==> src/rtl/shift_exec_stage_pkg.sv <==
// Shared definitions for the MIPS shift execute stage: funct codes, the
// internal shift-op encoding, pipeline entry layouts and the funct decoder.
package shift_pkg;

   localparam int XLEN = 32;
   localparam int AMTW = 5;

   // MIPS funct codes of the six shift instructions
   localparam logic [5:0] FN_SLL  = 6'b000000;
   localparam logic [5:0] FN_SRL  = 6'b000010;
   localparam logic [5:0] FN_SRA  = 6'b000011;
   localparam logic [5:0] FN_SLLV = 6'b000100;
   localparam logic [5:0] FN_SRLV = 6'b000110;
   localparam logic [5:0] FN_SRAV = 6'b000111;

   typedef enum logic [1:0] {
      OP_SLL = 2'd0,
      OP_SRL = 2'd1,
      OP_SRA = 2'd2
   } shift_op_e;

   typedef struct packed {
      shift_op_e op;
      logic      legal;
   } decode_t;

   // Stage 1 holds the operands of a decoded instruction
   typedef struct packed {
      logic [XLEN-1:0] value;
      logic [AMTW-1:0] amount;
      shift_op_e       op;
      logic [4:0]      rd;
      logic            illegal;
   } s1_entry_t;

   // Stage 2 holds the finished writeback payload
   typedef struct packed {
      logic [XLEN-1:0] result;
      logic [4:0]      rd;
      logic            illegal;
   } s2_entry_t;

   // Map a funct field onto the shift op; non-shift functs come back illegal
   function automatic decode_t decode_funct(input logic [5:0] funct);
      decode_t d;
      d.op    = OP_SLL;
      d.legal = 1'b1;
      unique case (funct)
         FN_SLL, FN_SLLV: d.op = OP_SLL;
         FN_SRL, FN_SRLV: d.op = OP_SRL;
         FN_SRA, FN_SRAV: d.op = OP_SRA;
         default:         d.legal = 1'b0;
      endcase
      return d;
   endfunction

endpackage

==> src/rtl/shift_exec_stage_core.sv <==
// Combinational 32-bit logarithmic barrel shifter. Each of the five stages
// shifts by 1, 2, 4, 8 or 16 when the matching amount bit is set; right
// shifts fill with the sign bit for arithmetic shifts and zero otherwise.
module shift_core
   import shift_pkg::*;
(
   input  logic [XLEN-1:0] value,
   input  logic [AMTW-1:0] amount,
   input  shift_op_e       op,
   output logic [XLEN-1:0] result
);

   logic [XLEN-1:0] stage [0:AMTW];
   logic            fill;
   logic            left;

   assign fill     = (op == OP_SRA) ? value[XLEN-1] : 1'b0;
   assign left     = (op == OP_SLL);
   assign stage[0] = value;

   for (genvar i = 0; i < AMTW; i++) begin : g_stage
      localparam int SH = 1 << i;
      assign stage[i+1] = !amount[i] ? stage[i] :
                          left       ? {stage[i][XLEN-1-SH:0], {SH{1'b0}}} :
                                       {{SH{fill}}, stage[i][XLEN-1:SH]};
   end

   assign result = stage[AMTW];

endmodule

==> src/rtl/shift_exec_stage.sv <==
// Two-stage elastic execute stage for MIPS shifts. Stage 1 latches the
// decoded op, the selected shift amount and the operand; stage 2 latches the
// barrel-shifted result. Valid/ready on both sides; in_ready depends on
// out_ready and pipeline occupancy only, never on in_valid.
module shift_exec_stage
   import shift_pkg::*;
#(
   parameter int DW = 32
) (
   input  logic          clk,
   input  logic          rst_n,
   input  logic          in_valid,
   output logic          in_ready,
   input  logic [5:0]    in_funct,
   input  logic [4:0]    in_shamt,
   input  logic [DW-1:0] in_rs,
   input  logic [DW-1:0] in_rt,
   input  logic [4:0]    in_rd,
   output logic          out_valid,
   input  logic          out_ready,
   output logic [DW-1:0] out_result,
   output logic [4:0]    out_rd,
   output logic          out_illegal
);

   s1_entry_t     s1_q;
   s1_entry_t     s1_d;
   logic          s1_valid;
   s2_entry_t     s2_q;
   s2_entry_t     s2_d;
   logic          s2_valid;
   logic          s2_adv;
   logic          in_fire;
   logic          out_fire;
   decode_t       dec;
   logic [XLEN-1:0] shift_result;
   // Variable shifts only look at rs[4:0]; the upper bits are intentionally dropped
   logic          unused_rs_hi;

   assign unused_rs_hi = ^in_rs[DW-1:AMTW];

   // Handshake: stage 2 refills when empty or draining; stage 1 then frees up
   assign s2_adv   = s1_valid & (~s2_valid | out_ready);
   assign in_ready = ~s1_valid | s2_adv;
   assign in_fire  = in_valid & in_ready;
   assign out_fire = s2_valid & out_ready;

   // Decode funct and select the shift amount for the incoming instruction
   // NOTE: every field gets a value on every path so no latch is inferred.
   always_comb begin
      dec          = decode_funct(in_funct);
      s1_d.value   = in_rt;
      s1_d.amount  = in_funct[2] ? in_rs[AMTW-1:0] : in_shamt;
      s1_d.op      = dec.op;
      s1_d.rd      = in_rd;
      s1_d.illegal = ~dec.legal;
   end

   shift_core u_shift_core (
      .value  (s1_q.value),
      .amount (s1_q.amount),
      .op     (s1_q.op),
      .result (shift_result)
   );

   // Build the writeback payload; illegal ops and writes to $zero yield 0
   always_comb begin
      s2_d         = '0;
      s2_d.rd      = s1_q.rd;
      s2_d.illegal = s1_q.illegal;
      if (!s1_q.illegal && (s1_q.rd != 5'd0)) begin
         s2_d.result = shift_result;
      end
   end

   // Stage 1 register: load on input transfer, empty when handed to stage 2
   // NOTE: sequential state uses non-blocking assignments so every register samples pre-edge values.
   always_ff @(posedge clk or negedge rst_n) begin
      if (!rst_n) begin
         s1_valid <= 1'b0;
         s1_q     <= '0;
      end else begin
         if (in_fire) begin
            s1_valid <= 1'b1;
            s1_q     <= s1_d;
         end else if (s2_adv) begin
            s1_valid <= 1'b0;
         end
      end
   end

   // Stage 2 register: load from stage 1, empty on output transfer
   // NOTE: payload is reset too, because the outputs must read 0 out of reset.
   always_ff @(posedge clk or negedge rst_n) begin
      if (!rst_n) begin
         s2_valid <= 1'b0;
         s2_q     <= '0;
      end else begin
         if (s2_adv) begin
            s2_valid <= 1'b1;
            s2_q     <= s2_d;
         end else if (out_fire) begin
            s2_valid <= 1'b0;
         end
      end
   end

   assign out_valid   = s2_valid;
   assign out_result  = s2_q.result;
   assign out_rd      = s2_q.rd;
   assign out_illegal = s2_q.illegal;

endmodule

==> config.mk <==
export PLATFORM = sky130hd
export DESIGN_NAME = shift_exec_stage
export DESIGN_NICKNAME = d
export VERILOG_FILES = /design/src/rtl/shift_exec_stage_pkg.sv /design/src/rtl/shift_exec_stage_core.sv /design/src/rtl/shift_exec_stage.sv
export SDC_FILE = /design/constraint.sdc
export NUM_CORES = 1
export LEC_CHECK = 0
export ABC_AREA = 1
export CORE_MARGIN = 2
export CORE_UTILIZATION = 54
export DETAILED_ROUTE_END_ITERATION = 10
export HOLD_SLACK_MARGIN = 0.12
export MAX_ROUTING_LAYER = met4
export PLACE_DENSITY = 0.82
export SLEW_MARGIN = 10
export SYNTH_ARGS = -nofsm -noshare
export SYNTH_HDL_FRONTEND = slang
export SYNTH_HIERARCHICAL = 1
export SYNTH_SLANG_ARGS = --single-unit
==> constraint.sdc <==
create_clock -name clk -period 2 [get_ports clk]
set_input_delay 0.6 -clock clk [delete_from_list [all_inputs] [get_ports clk]]
set_output_delay 0.6 -clock clk [all_outputs]
set_load 0.01 [all_outputs]
## Yosys cells after proc, flatten, opt, wreduce, memory -nomap -nowiden

Index checks and enable logic that the tools add are counted.

| word-level totals | value |
|---|---|
| bits of input ports | 84 |
| flip-flop bits (word level) | 85 |
| output and inout bits | 40 |
| word-level logic and storage cells | 53 |

| operators by class | value |
|---|---|
| muxes and demuxes | 19 |
| reductions and logical operators | 10 |
| bitwise logic cells | 8 |
| equal/unequal tests | 6 |

Operators by type and width:

| operator | number |
|---|---|
| 32-bit two-way mux | 11 |
| 6-bit by 3-bit equality test with 1-bit output (second input constant) | 3 |
| 6-bit by 2-bit equality test with 1-bit output (second input constant) | 2 |
| 6-bit logical NOT | 1 |
| 1-bit two-way mux | 6 |
| 6-bit OR reduction | 1 |
| 5-bit two-way mux | 1 |
| 5-bit nonzero test | 1 |
| 2-bit case mux with 2 select lines | 1 |
| 2-bit nonzero test | 2 |
| 2-bit OR reduction | 2 |
| 1-bit AND | 3 |
| 1-bit NOT | 3 |
| 2-bit equality test (second input constant) | 1 |
| 2-bit logical NOT | 1 |
| 1-bit bitwise OR | 2 |
| 1-bit logical AND | 1 |
| 1-bit logical NOT | 1 |

## Logic depth before layout (Yosys ltp)

Gate-level depths: netlist of the first run.

| depth | value |
|---|---|
| depth in word-level cells | 13 |
| mapped depth | 18 |
| gate-level depth less buffers | 18 |

## By module

The synthesis of the first run kept the hierarchy.

By module, submodules not included:

| module | seq. area each (um2) | times used | area an instance (um2) | cells each |
|---|---|---|---|---|
| shift_core | 0.0 | 1 | 3427.0 | 695 |
| shift_exec_stage | 2127.0 | 1 | 3365.7 | 379 |

## Worst setup path before layout of the first run

Ideal clock, no wire load.

| path | value |
|---|---|
| kind | reg2reg |
| start | register s1_q[7] in the netlist's numbering |
| end | register s2_q, in the netlist out_result[30] |
| library setup time | 0.118 ns |
| arrival time | 1.651 ns |
| buffers on the path | 1 |
| data required time | 1.882 ns |
| clock period less this slack | 1.769 ns |
| setup slack | 0.231 ns |
| cell stages (with the launch flop) | 18 |
| path through | dfrtp_1 > nor2_4 > buf_6 > nand2_1 > o211ai_1 > nand2_1 > nand2_1 > nand2_1 > nand2_1 > nand3_1 > nand2_1 > nand2_1 > nand2_1 > nand2_1 > nand2_1 > inv_1 > nand3_1 > nand2_1 |

| between the ends | value |
|---|---|
| longest elaborated chain between the ends | 12 |
| elaborated cells between the ends (all ways) | 14 |
| those cells by class | eq/ne (1); mux (12); reduce/logical (1) |

Ends and longest elaborated chain:

| item | RTL line | source |
|---|---|---|
| start: declaration | shift_exec_stage.sv:26 | `s1_entry_t s1_q;` |
| start signal: assignment | shift_exec_stage.sv:81 | `s1_q <= '0;` |
| start signal: assignment | shift_exec_stage.sv:85 | `s1_q <= s1_d;` |
| 2-bit logical NOT | shift_exec_stage_core.sv:18 | `assign left = (op == OP_SLL);` |
| 32-bit two-way mux | shift_exec_stage_core.sv:24 | `left ? {stage[i][XLEN-1-SH:0], {SH{1'b0}}} :` |
| 32-bit two-way mux | shift_exec_stage_core.sv:23 | `assign stage[i+1] = !amount[i] ? stage[i] :` |
| 32-bit two-way mux | shift_exec_stage_core.sv:24 |  |
| 32-bit two-way mux | shift_exec_stage_core.sv:23 |  |
| 32-bit two-way mux | shift_exec_stage_core.sv:24 |  |
| 32-bit two-way mux | shift_exec_stage_core.sv:23 |  |
| 32-bit two-way mux | shift_exec_stage_core.sv:24 |  |
| 32-bit two-way mux | shift_exec_stage_core.sv:23 |  |
| 32-bit two-way mux | shift_exec_stage_core.sv:24 |  |
| 32-bit two-way mux * | shift_exec_stage_core.sv:23 |  |
| named net shift_result[30] | shift_exec_stage.sv:36 | `logic [XLEN-1:0] shift_result;` |
| 32-bit two-way mux * | shift_exec_stage.sv:71 | `if (!s1_q.illegal && (s1_q.rd != 5'd0)) begin` |
| end signal: assignment | shift_exec_stage.sv:97 | `s2_q <= '0;` |
| end signal: assignment | shift_exec_stage.sv:101 | `s2_q <= s2_d;` |
| end: declaration | shift_exec_stage.sv:29 | `s2_entry_t s2_q;` |

The timed path passes the listed nets; every way through them passes the cells marked *.
A chain may end at the register's enable or synchronous reset.

## Final worst setup path of the first run

| path | value |
|---|---|
| start | register s1_q[6] in the netlist's numbering |
| end | register s2_q, in the netlist out_result[22] |

The elaborated chain is that of the path after synthesis.

==> flow_summary_export.csv, run 1 <==
group,metric,value,unit
clock_network,cts_sinks,85,
worst_setup_path,slowest_delay,0.44,ns
die,core-area,12200,sq um
route,drc,0,
yosys,netlist_instances,1074,
timing,clock.fmax,0.452,GHz
yosys,synth_top_cell_area_share,31.3,%
hold_path,hp-class,"in -> async",
yosys,async_reset_ff_share,100,%
die,die_y,116,um
global_route,grt_pass1_vias,7299,
final_layout,fin_nets,1287,
final_layout,antennaDiodeCount,0,
yosys,synth_top_flop_cell,"dfrtp_1",
worst_setup_path,cp_slowest_cell,"dfrtp_2",
power_and_ir_drop,power.total,8.33,mW
final_layout,regArea,2130,sq um
final_layout,multiInputGateArea,4590,sq um
yosys,syn_nets,1158,
worst_setup_path,cp_top_family,"simple AND/OR/NAND/NOR gates",
yosys,synth_edf_count,0,
worst_setup_path,required,2.31,ns
yosys,yosysMostFrequentCell,"nand2_1",
clock_network,clock_latency,0.36,ns
die,die_w,116,um
yosys,synth_compound_area_share,4.53,%
clock_network,cts_tree,"done",
timing,hold_viol,0,
clock_network,cts_root_buffer,"clkbuf_16",
yosys,synthAdderAreaFrac,0,%
timing,setup_viol,32,
final_layout,drive_gt1_share,24.6,%
worst_setup_path,crit_arrival,2.52,ns
route,viasPerCell,5.63,
placed_design,dpl-instance-area,8220,sq um
route,antenna_left,0,
timing,rsz0062_at_grt,"true",
timing,clock_skew,0.00877,ns
route,drtIter0Drc,751,
global_route,groute.usage.overall,33.1,%
yosys,synthDistinctLibCells,31,
final_layout,fill_cells,981,
timing,holdWs,0.175,ns
final_layout,fin_cells,1376,
placed_design,place.gp.congestion,0.986,
final_layout,final_area,9220,sq um
route,wl_per_cell,15.9,um
yosys,synth_top_family_by_area,"simple AND/OR/NAND/NOR gates",
timing,finalMaxSlewViolations,0,
die,dieArea,13500,sq um
die,ios,124,
global_route,antenna_found_initial,0,
worst_setup_path,startpoint_type,"flip-flop",
yosys,synth_common_cells,"nand2_1 (536), nand3_1 (175), dfrtp_1 (85), nand3_2 (47)",
route,num_vias,7753,
worst_setup_path,path_buf_inv,2,
final_layout,utilization,75.8,%
status,status,"finished, violations left",
global_route,grt_pass1_wl,34200,um
status,violations,"setup timing",
clock_network,cts_buffers,9,
yosys,ys_ff_latch,85,
worst_setup_path,cp_cell_sequence,"nor2_4, buf_12, buf_6, nand2_1, nand3_1, nand3_1, nand3_2, nand2_1, nand3_4, nand2_1, nand3_1, nor2_1, a21oi_1, nand3_1, nand2_1",
timing,slew_headroom,54.6,%
yosys,yosys_warnings,6,
power_and_ir_drop,max-vdd-ir-drop,601,uV
yosys,yosys.area_share.simple,55.9,%
placed_design,pre_cts_slack,-0.312,ns
worst_setup_path,endpoint_kind,"flip-flop",
timing,worstMarginPinSlew,0.681,ns
power_and_ir_drop,leakagePower,4.73,nW
worst_setup_path,worstPathMaxFanout,6,
yosys,seq_area_frac_synth,31.3,%
clock_network,ctsLongestPathBuffers,2,
timing,layout_setup_ws,-0.211,ns
timing,tns,-3.77,ns
yosys,synth_area,6790,sq um
yosys,synthXorXnorAreaFrac,0,%
placed_design,dp_cells,1343,
global_route,grt-ovfl-total,0,
run,cap_viol_max_count,0,
die,start_util,55.9,%
placed_design,hpwl,15100,um
worst_setup_path,crit_type,"reg -> reg",
route,drt_first_pass_iters,6,
yosys,synthMuxAreaShare,0,%
clock_network,clk_pin_slew,0.07,ns
timing,fin_crit_sh,111,%
route,wl,21800,um
placed_design,numPortBuffers,96,
global_route,grt_max_degree,40,
yosys,syn_area_per_cell,6.32,sq um
yosys,synthTopCellsByArea,"dfrtp_1 (31%), nand2_1 (30%), nand3_1 (13%), nand3_2 (6.9%), buf_2 (2.1%)",
clock_network,cts-hold-fix-buffers,0,
die,std_cell_rows,40,
power_and_ir_drop,power_density,904,nW/um^2
yosys,yosys.area.top_type,"dfrtp_1",
timing,period_needed,2.21,ns
clock_network,cts_max_level,3,
final_layout,area_growth,35.7,%
[layout make-up]
cell class                      count  area share, %
Clock buffer                       10           2.48
Clock inverter                      6          0.543
Inverter                           38           1.55
Multi-Input combinational cell    888           49.8
Sequential cell                    85           23.1
Tap cell                          168           2.28
Timing Repair Buffer              181           20.3
[worst register-to-register path, cell delays in order, from the launching register on]
cell and delay, ns:
dfrtp_2 0.44, nor2_4 0.17, buf_12 0.15, buf_6 0.14, nand2_1 0.09, nand3_1 0.16, nand3_1 0.11, nand3_2 0.13
nand2_1 0.10, nand3_4 0.11, nand2_1 0.06, nand3_1 0.11, nor2_1 0.05, a21oi_1 0.15, nand3_1 0.11, nand2_1 0.08
[what timing repair did]
action,CTS,global route
endpoints found under the setup margin,33,33
buffers inserted,8,3
gates resized for setup,50,75
cloned,2,4
pin swaps,5,25
[state kept, by name, summed over array words and instances (netlist names)]
register / flops
out_result: 32
out_valid: 1
out_rd: 5
s1_q: 45
out_illegal: 1
s1_valid: 1
[cell usage in the layout (no fill, tap or decap), drive strengths merged]
| cell | count |
|---|---|
| dfrtp | 85 |
| clkdlybuf4s50 | 94 |
| buf | 85 |
| a21o | 2 |
| nor2 | 34 |
| a22o | 1 |
| inv | 40 |
| nand2 | 543 |
| nand4 | 7 |
| clkinv | 3 |
| or2 | 25 |
| o211ai | 6 |
| o21a | 1 |
| clkbuf | 12 |
| nand3 | 222 |
| a21oi | 19 |
| o21ai | 25 |
| clkinvlp | 1 |
| a21boi | 1 |
| and2 | 1 |
| nor3 | 1 |
[final timing paths]
check	from	end	slack, ns	depth (start not counted)
worst max register to register	s1_q[6]	out_result[22]	-0.21	15
max in group asynchronous	rst_n	out_result[11]	1.25	2
worst min-delay path	rst_n	s1_q[36]	0.18	1
worst max-delay path	s1_q[6]	out_result[22]	-0.21	15
worst min register to register	out_result[18]	out_result[18]	0.48	2
min in group clk	out_result[18]	out_result[18]	0.48	2
[logic make-up after synthesis]
group | count (synthesis)
DFF | 85
AOI/OAI and AO/OA | 55
buffers and inverters | 101
and+or+nand+nor | 833
[per-layer routing]
metal / up-vias / GRT usage, % / wire, um
li1: 3712 / - / -
met1: 3591 / 41.3 / 9290
met2: 385 / 52.4 / 10100
met3: 65 / 7.01 / 1710
met4: 0 / 13.7 / 705
met5: - / - / 0
[power breakdown]
group | switching [mW] | internal, mW | leakage, nW | total (mW)
clock | 0.760 | 0.862 | 0.136 | 1.62
combinational | 2.58 | 1.83 | 3.52 | 4.41
sequential | 0.256 | 2.04 | 1.08 | 2.30
(Power assumes the default switching activity.)
==> run 2: changes to the inputs <==
Settings changed: CORE_UTILIZATION 54 to 55, CTS_BUF_LIST set to sky130_fd_sc_hd__clkbuf_4, PLACE_DENSITY 0.82 to 0.83.
==> flow_summary_export.csv, run 2 (synthesis results as in run 1) <==
group,metric,value,unit
global_route,grt-ovfl-total,0,
die,die_w,115,um
power_and_ir_drop,cell_internal_pwr,3.98,mW
placed_design,dpl-instance-area,8050,sq um
power_and_ir_drop,power_density,841,nW/um^2
timing,hold_viol,0,
route,viasPerCell,5.65,
worst_setup_path,crit_arrival,2.59,ns
worst_setup_path,rr_startpoint,"s1_q[6]",
power_and_ir_drop,power_frac_clock,13.9,%
route,antenna_left,0,
clock_network,cts_root_buffer,"clkbuf_4",
global_route,antenna_found_initial,1,
timing,finalMaxSlewViolations,0,
die,core-area,12000,sq um
final_layout,layout_commonest_cell,"nand2_1",
timing,period_needed,2.16,ns
power_and_ir_drop,switchingPower,3.34,mW
final_layout,area_growth,28.2,%
route,num_vias,7515,
power_and_ir_drop,power.total,7.33,mW
route,wl,20300,um
timing,layout_setup_ws,-0.160,ns
worst_setup_path,endpoint_kind,"flip-flop",
global_route,grt_max_degree,86,
timing,holdWs,0.132,ns
timing,fin_crit_sh,108,%
power_and_ir_drop,leakagePower,4.66,nW
placed_design,hpwl,14500,um
worst_setup_path,required,2.43,ns
placed_design,place.gp.congestion,1.01,
clock_network,ctsLongestPathBuffers,2,
global_route,grt_pass1_wl,32700,um
worst_setup_path,slowest_delay,0.47,ns
worst_setup_path,cp_cell_sequence,"nor2_4, buf_6, buf_16, nand2_1, nand3_2, nand2_2, nand2_1, nand2_2, inv_2, nand3_2, nand2_2, nand2_2, o21ai_1, o21a_1, nand3_1, nand2_1",
clock_network,cts_buffers,9,
worst_setup_path,cp_slowest_cell,"dfrtp_2",
worst_setup_path,crit_type,"reg -> reg",
power_and_ir_drop,switching_share,45.6,%
clock_network,cts_sinks,85,
route,drc,0,
placed_design,dp_cells,1306,
global_route,grt_pass1_vias,6749,
status,violations,"setup timing",
timing,worstMarginPinSlew,0.702,ns
final_layout,drive_gt1_share,22.5,%
clock_network,cts_tree,"done",
final_layout,fin_nets,1262,
final_layout,largest-register,"s1_q",
die,die_y,115,um
die,std_cell_rows,40,
timing,clock_skew,0.0197,ns
clock_network,clock_latency,0.48,ns
timing,slew_headroom,53.1,%
timing,setup_viol,32,
route,drt_first_pass_iters,6,
power_and_ir_drop,max-vdd-ir-drop,505,uV
final_layout,largest_reg_flops,45,
clock_network,clk_pin_slew,0.14,ns
worst_setup_path,cp_common_cell,"nand2_2",
final_layout,fin_cells,1331,
final_layout,fill_cells,1051,
die,dieArea,13300,sq um
placed_design,numPortBuffers,96,
worst_setup_path,worstPathMaxFanout,7,
worst_setup_path,critPathLaunch,"s1_q[6]",
final_layout,final_area,8710,sq um
power_and_ir_drop,seqPwrFrac,31.1,%
die,start_util,56.6,%
run,cap_viol_max_count,0,
power_and_ir_drop,combPwrFrac,55.0,%
clock_network,cts_max_level,3,
global_route,groute.usage.overall,31.9,%
timing,clock.fmax,0.463,GHz
status,status,"finished, violations left",
timing,rsz0062_at_grt,"true",
worst_setup_path,startpoint_type,"flip-flop",
final_layout,layout_common_cells,"nand2_1 (504), nand3_1 (125), nand3_2 (91), dfrtp_1 (82), clkdlybuf4s50_1 (57)",
timing,tns,-2.29,ns
die,ios,124,
route,drtIter0Drc,674,
hold_path,hp-class,"in -> async",
route,wl_per_cell,15.2,um
==> run 2: cell count changes in the layout (fill, tap and decap cells not counted), moves of 4 or more <==
| cell | change |
|---|---|
| clkdlybuf4s50_1 | -37 |
| dlygate4sd2_1 | +35 |
| buf_4 | -22 |
| clkbuf_16 | -11 |
| nand3_1 | +10 |
| clkbuf_4 | +9 |
| nand3_2 | -8 |
| buf_12 | -4 |
==> run 2: final timing paths <==
path / endpoint / slack, ns / cells past startpoint
hold reg to reg: out_result[3] / 0.48 / 2
max in group asynchronous: s1_q[7] / 1.52 / 2
setup / recovery: out_result[20] / -0.16 / 16
hold / removal: s1_q[22] / 0.13 / 2
min in group clk: out_result[3] / 0.48 / 2
setup reg to reg: out_result[20] / -0.16 / 16
==> run 2: worst max-delay path, delay by kind of cell, from the launching register on <==
| family | cells | cell delay, ns |
|---|---|---|
| AOI/OAI and AO/OA | 2 | 0.29 |
| buffers and inverters | 3 | 0.34 |
| DFF | 1 | 0.47 |
| and+or+nand+nor | 11 | 0.97 |
==> run 2: stage by stage <==
stage	utilization (%)	setup WS [ns]
6_report	72.5	-0.160
5_1_grt	72.5	-0.276
4_1_cts	69.7	-0.0933
3_5_place_dp	67.0	-0.320
3_3_place_gp	67.0	-0.330
2_1_floorplan	-	0.231
==> run 2: repair_timing <==
action                                  4_1_cts  5_1_grt
setup buffers                                 6        0
endpoints found under the setup margin       68       34
hold buffers                                  0        0
resized for setup                            74       85
cloned                                        3        0
pin swaps                                     4       22
==> run 2: final cells by class <==
| cell class | count | area, sq um | share of cell area (%) |
|---|---|---|---|
| flip-flops and latches | 85 | 2130 | 24.5 |
| diodes | 1 | 2.50 | 0.0287 |
| clock buffers | 9 | 67.6 | 0.776 |
| inverters | 38 | 148 | 1.70 |
| multi-input cells | 889 | 4550 | 52.2 |
| well taps | 147 | 184 | 2.11 |
| repair buffers | 155 | 1560 | 17.9 |
| clock inverters | 7 | 73.8 | 0.848 |
==> run 2: power by group through the flow <==
stage / logic, mW / registers [mW] / clock network [mW]
floorplan: 2.32 / 2.35 / 0
global route: 4.43 / 2.31 / 1.10
detailed placement: 3.72 / 2.31 / 0
global placement: 3.67 / 2.31 / 0
finish: 4.03 / 2.28 / 1.02
CTS: 3.71 / 2.27 / 1.05
==> run 2: routing by layer <==
| layer | track usage [%] | wire length [um] |
|---|---|---|
| met3 | 4.16 | 1430 |
| met1 | 42.5 | 8830 |
| met2 | 50.8 | 9550 |
| met4 | 10.1 | 482 |
| met5 | - | 0 |
